[config.mk]
export PLATFORM = sky130hd
export DESIGN_NAME = bomb_defuse_fsm
export DESIGN_NICKNAME = d
export VERILOG_FILES = /design/src/rtl/bomb_pkg.sv /design/src/rtl/btn_edge_detect.sv /design/src/rtl/bomb_defuse_fsm.sv
export SDC_FILE = /design/constraint.sdc
export NUM_CORES = 1
export LEC_CHECK = 0
export ABC_AREA = 0
export CAP_MARGIN = 25
export CORE_MARGIN = 2
export CORE_UTILIZATION = 51
export DETAILED_ROUTE_END_ITERATION = 16
export GPL_TIMING_DRIVEN = 0
export PLACE_DENSITY_LB_ADDON = 0.08
export REMOVE_ABC_BUFFERS = 1
export SETUP_SLACK_MARGIN = 0.05
export SLEW_MARGIN = 20
export SYNTH_ARGS = -nofsm -noshare
export SYNTH_HDL_FRONTEND = slang
export SYNTH_SLANG_ARGS = --single-unit
[constraint.sdc]
create_clock -name clk -period 4.6 [get_ports clk]
set_input_delay 0.46 -clock clk [delete_from_list [all_inputs] [get_ports clk]]
set_output_delay 0.46 -clock clk [all_outputs]
set_load 0.02 [all_outputs]
[src/rtl/bomb_pkg.sv]
// Shared types and the default secret button sequence for the bomb board game core.
package bomb_pkg;

    typedef enum logic [2:0] {
        IDLE     = 3'd0,
        ARMED    = 3'd1,
        DEFUSED  = 3'd2,
        EXPLODED = 3'd3
    } state_e;

    typedef enum logic [2:0] {
        RIGHT = 3'd0,
        LEFT  = 3'd1,
        UP    = 3'd2,
        DOWN  = 3'd3,
        A     = 3'd4,
        B     = 3'd5
    } btn_e;

    // Listed from the last entry (phase 3, press 3) down to phase 0, press 0.
    localparam logic [47:0] DEFAULT_CODE = {
        B,     A,    DOWN,  UP,
        A,     B,    A,     B,
        RIGHT, LEFT, RIGHT, LEFT,
        DOWN,  DOWN, UP,    UP
    };

endpackage

[src/rtl/btn_edge_detect.sv]
// Rising-edge detector for debounced button levels. The previous-level register loads
// unconditionally, so a button held through reset never produces a rise afterwards.
module btn_edge_detect #(
    parameter int W = 6
) (
    input  logic         clk,
    input  logic [W-1:0] d_i,
    output logic [W-1:0] rise_o
);

    logic [W-1:0] btn_q;

    always_ff @(posedge clk) begin
        btn_q <= d_i;
    end

    assign rise_o = d_i & ~btn_q;

endmodule

[src/rtl/bomb_defuse_fsm.sv]
// Bomb game core: checks button presses against the per-phase code, counts strikes and
// runs the countdown; all status outputs are registered for the display path.
module bomb_defuse_fsm
    import bomb_pkg::*;
#(
    parameter int NUM_PHASES    = 4,
    parameter int SEQ_LEN       = 4,
    parameter int START_SECONDS = 60,
    parameter int MAX_STRIKES   = 3,
    parameter logic [NUM_PHASES*SEQ_LEN*3-1:0] CODE = DEFAULT_CODE
) (
    input  logic                                 clk,
    input  logic                                 rst,
    input  logic [5:0]                           btn,
    input  logic                                 tick,
    output logic [2:0]                           state,
    output logic [$clog2(NUM_PHASES+1)-1:0]      phase,
    output logic [$clog2(MAX_STRIKES+1)-1:0]     strikes,
    output logic [$clog2(START_SECONDS+1)-1:0]   seconds_left,
    output logic                                 press_ok,
    output logic                                 press_bad
);

    localparam int PH_W  = $clog2(NUM_PHASES+1);
    localparam int SK_W  = $clog2(MAX_STRIKES+1);
    localparam int SEC_W = $clog2(START_SECONDS+1);
    localparam int IDX_W = (SEQ_LEN > 1) ? $clog2(SEQ_LEN) : 1;

    localparam logic [PH_W-1:0]  LAST_PHASE   = PH_W'(NUM_PHASES-1);
    localparam logic [PH_W-1:0]  DONE_PHASE   = PH_W'(NUM_PHASES);
    localparam logic [IDX_W-1:0] LAST_IDX     = IDX_W'(SEQ_LEN-1);
    localparam logic [SK_W-1:0]  STRIKE_LIMIT = SK_W'(MAX_STRIKES);
    localparam logic [SEC_W-1:0] SEC_INIT     = SEC_W'(START_SECONDS);
    localparam logic [SEC_W-1:0] SEC_ONE      = SEC_W'(1);
    localparam logic [5:0]       ARM_RISE     = 6'(1 << int'(A));

    function automatic logic [2:0] encode(input logic [5:0] v);
        logic [2:0] enc;
        enc = 3'd0;
        for (int i = 0; i < 6; i++) begin
            if (v[i]) enc = 3'(i);
        end
        return enc;
    endfunction

    logic [5:0]       rise;
    state_e           state_q, state_d;
    logic [PH_W-1:0]  phase_q, phase_d;
    logic [IDX_W-1:0] idx_q, idx_d;
    logic [SK_W-1:0]  strikes_q, strikes_d;
    logic [SEC_W-1:0] sec_q, sec_d;
    logic             ok_q, ok_d;
    logic             bad_q, bad_d;
    logic [2:0]       want_code;
    logic             defuse, explode;

    btn_edge_detect #(.W(6)) u_edge (
        .clk    (clk),
        .d_i    (btn),
        .rise_o (rise)
    );

    assign want_code = CODE[(int'(phase_q)*SEQ_LEN + int'(idx_q))*3 +: 3];

    always_ff @(posedge clk) begin
        if (rst) begin
            state_q   <= IDLE;
            phase_q   <= '0;
            idx_q     <= '0;
            strikes_q <= '0;
            sec_q     <= SEC_INIT;
            ok_q      <= 1'b0;
            bad_q     <= 1'b0;
        end else begin
            state_q   <= state_d;
            phase_q   <= phase_d;
            idx_q     <= idx_d;
            strikes_q <= strikes_d;
            sec_q     <= sec_d;
            ok_q      <= ok_d;
            bad_q     <= bad_d;
        end
    end

    always_comb begin
        state_d   = state_q;
        phase_d   = phase_q;
        idx_d     = idx_q;
        strikes_d = strikes_q;
        sec_d     = sec_q;
        ok_d      = 1'b0;
        bad_d     = 1'b0;
        defuse    = 1'b0;
        explode   = 1'b0;
        case (state_q)
            IDLE: begin
                if (rise == ARM_RISE) state_d = ARMED;
            end
            ARMED: begin
                if (rise != 6'd0) begin
                    if ($onehot(rise) && (encode(rise) == want_code)) begin
                        ok_d = 1'b1;
                        if (idx_q == LAST_IDX) begin
                            idx_d = '0;
                            if (phase_q == LAST_PHASE) begin
                                phase_d = DONE_PHASE;
                                defuse  = 1'b1;
                            end else begin
                                phase_d = phase_q + 1'b1;
                            end
                        end else begin
                            idx_d = idx_q + 1'b1;
                        end
                    end else begin
                        bad_d = 1'b1;
                        idx_d = '0;
                        if (strikes_q != STRIKE_LIMIT) strikes_d = strikes_q + 1'b1;
                        if (strikes_d == STRIKE_LIMIT) explode = 1'b1;
                    end
                end
                // The tick still decrements when the press defuses; defuse simply outranks explode.
                if (tick && (sec_q != '0)) begin
                    sec_d = sec_q - 1'b1;
                    if (sec_q == SEC_ONE) explode = 1'b1;
                end
                if (defuse)       state_d = DEFUSED;
                else if (explode) state_d = EXPLODED;
            end
            default: ;
        endcase
    end

    always_comb begin
        state        = state_q;
        phase        = phase_q;
        strikes      = strikes_q;
        seconds_left = sec_q;
        press_ok     = ok_q;
        press_bad    = bad_q;
    end

endmodule

==> flow_summary_export.csv, run 1 <==
group,metric,value,unit
worst_setup_path,slowest_stage,"fa_1",
final_layout,fin_nets,184,
power,p_leak,0.597,nW
worst_setup_path,worstPathCellList,"clkdlybuf4s50_1, nand2b_1, inv_1, fa_1, inv_1, fa_1, inv_1, ha_1, fa_1, nor3b_4, o21a_2, and2_1, mux2_1",
worst_setup_path,critPathLaunchType,"primary input",
final_layout,regArea,460,um^2
logic_synthesis,async_flop_share,0,%
worst_setup_path,critical_path.top_delay_family,"adder cells",
worst_setup_path,reg2reg_depth,12,
final_layout,layout-drive-gt1-share,9.20,%
logic_synthesis,synth_ff_type,"dfxtp_1",
detailed_routing,post_drt_wl_per_cell,13.0,um
floorplanning,start_util,53.6,%
worst_setup_path,rrSetupSlack,1.08,ns
worst_setup_path,arrival,3.97,ns
floorplanning,dieArea,3030,um^2
grt,grt-ovfl-total,0,
grt,grt_max_degree,13,
floorplanning,io_pins,25,
worst_setup_path,r2r_start,"u_edge.btn_q[1]",
cts,hold_buffers,0,
final_layout,diodes,0,
logic_synthesis,yosysTopAreaCell,"dfxtp_1",
timing,finalSetupTns,0,ns
timing,fin_crit,3.76,ns
logic_synthesis,synth_common_cells,"23 x dfxtp_1, 12 x inv_1, 10 x a21oi_1, 10 x nand2_1, 8 x ha_1",
worst_setup_path,end_kind,"flip-flop",
cts,cts_tree,"done",
detailed_routing,drtPass1Iterations,4,
worst_setup_path,slowest_delay,0.52,ns
logic_synthesis,synth_top_area_share,34.7,%
detailed_routing,drc,0,
timing,fin_skew,0.0105,ns
power,report.power.total,0.372,mW
logic_synthesis,syn-cell-area,1330,um^2
detailed_routing,ant_nets,0,
final_layout,area_delta_synth_final,18.5,%
logic_synthesis,synth_edf_count,0,
detailed_routing,vias,1066,
worst_setup_path,path_buf_inv,4,
logic_synthesis,syn_inst,142,
placement,io_buffers,23,
grt,antenna_found_initial,0,
detailed_routing,wirelength,2520,um
outcome,status,"finished clean",
floorplanning,dieHeight,55.0,um
cts,clkSinkCount,23,
logic_synthesis,ys_ff_latch,23,
cts,clock_latency,0.32,ns
final_layout,final_util,63.5,%
timing,hold_viol_final,0,
cts,htreeDepth,1,
power,pwr_density_cell,236,nW/um^2
timing,max_freq,0.266,GHz
cts,cts_resized,0,
worst_setup_path,cp.required,4.82,ns
worst_setup_path,reg2reg_to,"state[1]",
worst_hold_path,min_path_type,"flip-flop to flip-flop",
timing,drv_slew,0,
worst_hold_path,min_from,"strikes[0]",
detailed_routing,vias_per_cell,5.52,
logic_synthesis,synthTopCellsByArea,"dfxtp_1 35%, ha_1 7.5%, fa_1 4.5%",
placement,dp_cells,189,
final_layout,final_cells,193,
logic_synthesis,synth_warnings,0,
flow_run,maxCapViolCount,0,
power,peakVddDrop,0.256,mV
cts,cts_setup_buffers,0,
floorplanning,die_w,55.0,um
detailed_routing,drtIter0Drc,20,
timing,setup_viol,0,
placement,dp_hpwl,1910,um
worst_hold_path,min_delay_worst_endpoint,"strikes[1]",
logic_synthesis,yosysUniqueCellTypes,50,
floorplanning,core-area,2480,um^2
worst_setup_path,worstSetupPathType,"primary input to flip-flop",
cts,path_clk_slew,0.13,ns
cts,numCtsBuffers,3,
timing,rsz0062_at_grt,"no",
worst_hold_path,hold_depth,2,
placement,globalplace.congestion,0.815,
grt,grt_pass1_wl,4130,um
grt,first_global_vias,937,
logic_synthesis,yosysMostFrequentCell,"dfxtp_1",
floorplanning,fp-row-count,18,
cts,root_buffer,"clkbuf_4",
logic_synthesis,synth_seq_area_share,34.7,%
final_layout,multi_input_area,769,um^2
worst_setup_path,path_max_fanout,8,
logic_synthesis,avgSynthCellArea,9.35,um^2
grt,track_usage,19.2,%
timing,timing.final.crit_share,81.6,%
final_layout,fillers,227,
cts,max-clock-path-buffers,2,
[metal layers]
layer / global-route usage [%] / part of all wire, % / up-vias
li1: - / - / 540
met3: 3.76 / 3.6 / 4
met1: 24.9 / 48 / 499
met5: 0 / 0 / -
met4: 10.2 / 1.4 / 0
met2: 30.2 / 47 / 23
[worst register-to-register path: stages, from the launching register on]
cell and delay (ns):
dfxtp_1 0.32, nand2b_1 0.13, inv_1 0.08, fa_1 0.50, inv_1 0.05, fa_1 0.48, inv_1 0.05, ha_1 0.20
fa_1 0.52, nor3b_4 0.23, o21a_2 0.21, and2_1 0.31, mux2_1 0.37
[kinds of logic (layout without fill, tap and decap cells)]
group                      after synthesis  in the layout  share of synthesized area [%]
adders and majority gates               11             11                           12.1
muxes                                    1              1                          0.848
and+or+nand+nor                         49             49                           22.4
other                                    1              1                          0.282
buffers and inverters                   19             40                           7.35
xor gates and xnor gates                 6              6                           3.96
AOI/OAI and AO/OA                       32             32                           18.4
DFF                                     23             23                           34.7
[metrics by stage]
stage	hold WS, ns	instance area [um^2]	setup WS, ns
finish	0.519	1570	0.845
global route	0.557	1570	0.636
CTS	0.518	1570	0.826
detailed placement	0.500	1550	0.491
global placement	0.488	1550	0.573
floorplan	0.488	1280	1.15
[how the worst max path moves through the flow]
stage / slack (ns) / endpoint / depth (start not counted) / from
2_1_floorplan: 1.15 / state[1] / 11 / btn[0]
3_3_place_gp: 0.57 / state[1] / 12 / btn[0]
3_5_place_dp: 0.49 / state[1] / 13 / btn[1]
4_1_cts: 0.83 / state[1] / 13 / btn[1]
5_1_grt: 0.64 / state[1] / 13 / btn[1]
6_report: 0.84 / state[1] / 13 / btn[1]
[registers in the layout, indices dropped and copies added, names as in the netlist]
| register | flops |
|---|---|
| press_bad | 1 |
| press_ok | 1 |
| state | 2 |
| phase | 3 |
| u_edge.btn_q | 6 |
| seconds_left | 6 |
| strikes | 2 |
| idx_q | 2 |
[report_power, final]
group	leakage (nW)	internal, mW	switching [mW]	total (mW)
Combinational	0.394	0.0331	0.0375	0.0705
Clock	0.0150	0.0339	0.0606	0.0945
Sequential	0.188	0.204	0.00295	0.207
[area by class of cell]
cell class / count / area share (%)
Tap cell: 30 / 2.39
Sequential cell: 23 / 29.3
Multi-Input combinational cell: 100 / 48.9
Inverter: 13 / 3.10
Timing Repair Buffer: 23 / 14.6
Clock buffer: 4 / 1.67
[cell usage in the layout (no fill, tap or decap), types with 4 or more instances in the layout]
cell and n:
inv_1 12, nor3_1 4, nand2b_1 4, nand2_1 10
ha_1 8, dfxtp_1 23, clkdlybuf4s50_1 23, a21oi_1 10
and3_1 4, nand3_1 4, xnor2_1 4, nor2_1 6
o21ai_0 5
Note: power is estimated with default switching activity, not from simulation.
==> inputs of run 2 (changes only) <==
==> constraint.sdc (replaced) <==
create_clock -name clk -period 3.87 [get_ports clk]
set_input_delay 0.387 -clock clk [delete_from_list [all_inputs] [get_ports clk]]
set_output_delay 0.387 -clock clk [all_outputs]
set_load 0.02 [all_outputs]
==> flow_summary_export.csv, run 2 (synthesis gave the netlist of run 1 again) <==
group,metric,value,unit
outcome,status,"finished clean",
placement,globalplace.congestion,0.815,
worst_hold_path,min_path_type,"flip-flop to flip-flop",
flow_run,maxCapViolCount,0,
worst_setup_path,arrival,3.82,ns
power,seq_power_share,55.8,%
grt,antenna_found_initial,0,
power,clkPwrFrac,25.1,%
final_layout,final_cells,193,
power,report.power.total,0.441,mW
detailed_routing,drc,0,
floorplanning,dieHeight,55.0,um
cts,clkSinkCount,23,
worst_setup_path,reg2reg_depth,12,
cts,numCtsBuffers,3,
timing,fin_crit,3.61,ns
grt,first_global_vias,937,
cts,max-clock-path-buffers,2,
floorplanning,fp-row-count,18,
final_layout,finalInstanceArea,1570,um^2
grt,grt_max_degree,13,
timing,max_freq,0.277,GHz
placement,place_area,1550,um^2
timing,hold_slack,0.519,ns
floorplanning,die_w,55.0,um
cts,cts_setup_buffers,0,
worst_setup_path,cp.required,4.08,ns
floorplanning,io_pins,25,
detailed_routing,vias,1053,
grt,track_usage,19.2,%
placement,pre_cts_ws,-0.166,ns
worst_setup_path,path_max_fanout,8,
placement,dp_cells,189,
placement,dp_hpwl,1910,um
power,switching_power,0.119,mW
detailed_routing,wirelength,2500,um
final_layout,layout_common_cells,"23 x dfxtp_1, 23 x clkdlybuf4s50_1, 12 x inv_1",
power,switching_share,26.9,%
detailed_routing,drtPass1Iterations,4,
final_layout,diodes,0,
detailed_routing,post_drt_wl_per_cell,13.0,um
floorplanning,core-area,2480,um^2
cts,cts_tree,"done",
timing,drv_slew,0,
grt,grt-ovfl-total,0,
power,p_int,0.322,mW
timing,fin_skew,0.00795,ns
floorplanning,start_util,53.6,%
detailed_routing,drtIter0Drc,18,
worst_hold_path,hold_depth,2,
cts,clock_latency,0.31,ns
power,peakVddDrop,0.305,mV
final_layout,fin_nets,184,
worst_setup_path,critPathLaunchType,"primary input",
power,p_comb_share,19.1,%
power,pwr_density_cell,280,nW/um^2
cts,root_buffer,"clkbuf_4",
timing,setup_viol,0,
timing,rsz0062_at_grt,"no",
placement,io_buffers,23,
timing,fin_ws,0.263,ns
final_layout,layout-drive-gt1-share,9.82,%
grt,grt_pass1_wl,4130,um
final_layout,final_util,63.5,%
timing,timing.final.crit_share,93.2,%
final_layout,fillers,227,
timing,finalSetupTns,0,ns
worst_setup_path,worstSetupPathType,"primary input to flip-flop",
cts,path_clk_slew,0.13,ns
detailed_routing,vias_per_cell,5.46,
timing,hold_viol_final,0,
detailed_routing,ant_nets,0,
worst_setup_path,rrSetupSlack,0.43,ns
power,p_leak,0.598,nW
floorplanning,dieArea,3030,um^2
final_layout,area_delta_synth_final,18.6,%
cts,htreeDepth,1,
worst_setup_path,end_kind,"flip-flop",
==> run 2: area by class of cell <==
cell class / count / area [um^2] / share of cell area [%]
clock buffers: 4 / 26.3 / 1.67
flip-flops and latches: 23 / 460 / 29.3
well taps: 30 / 37.5 / 2.38
multi-input cells: 100 / 771 / 49.0
inverters: 13 / 48.8 / 3.10
repair buffers: 23 / 230 / 14.6
==> run 2: repair_timing <==
action                     CTS  global route
setup endpoints to repair    0             1
resized for setup            0             1
hold buffers                 0             0
==> run 2: worst max-delay path: stages <==
cell and delay (ns):
clkdlybuf4s50_1 0.42, nand2b_1 0.11, inv_1 0.08, fa_1 0.50, inv_1 0.05, fa_1 0.48, inv_1 0.05, ha_1 0.20
fa_1 0.52, nor3b_4 0.23, o21a_2 0.21, and2_2 0.24, mux2_1 0.35
==> run 2: worst paths after layout <==
kind,start,endpoint
worst min register to register,strikes[0],strikes[1]
worst max-delay path,btn[1],state[1]
worst max register to register,u_edge.btn_q[1],state[1]
worst min-delay path,strikes[0],strikes[1]
==> run 2: power by group through the flow <==
stage	clock, mW	sequential (mW)	combinational (mW)
finish	0.111	0.246	0.0842
global route	0.124	0.247	0.0934
CTS	0.115	0.246	0.0846
detailed placement	0	0.251	0.0842
global placement	0	0.251	0.0814
floorplan	0	0.253	0.0562
==> run 2: per-layer routing <==
layer / GRT usage [%] / share of wire, % / vias to the layer above
li1: - / - / 539
met1: 24.9 / 48 / 487
met2: 30.2 / 47 / 23
met3: 3.76 / 3.8 / 4
met4: 10.2 / 1.4 / 0
met5: 0 / 0 / -
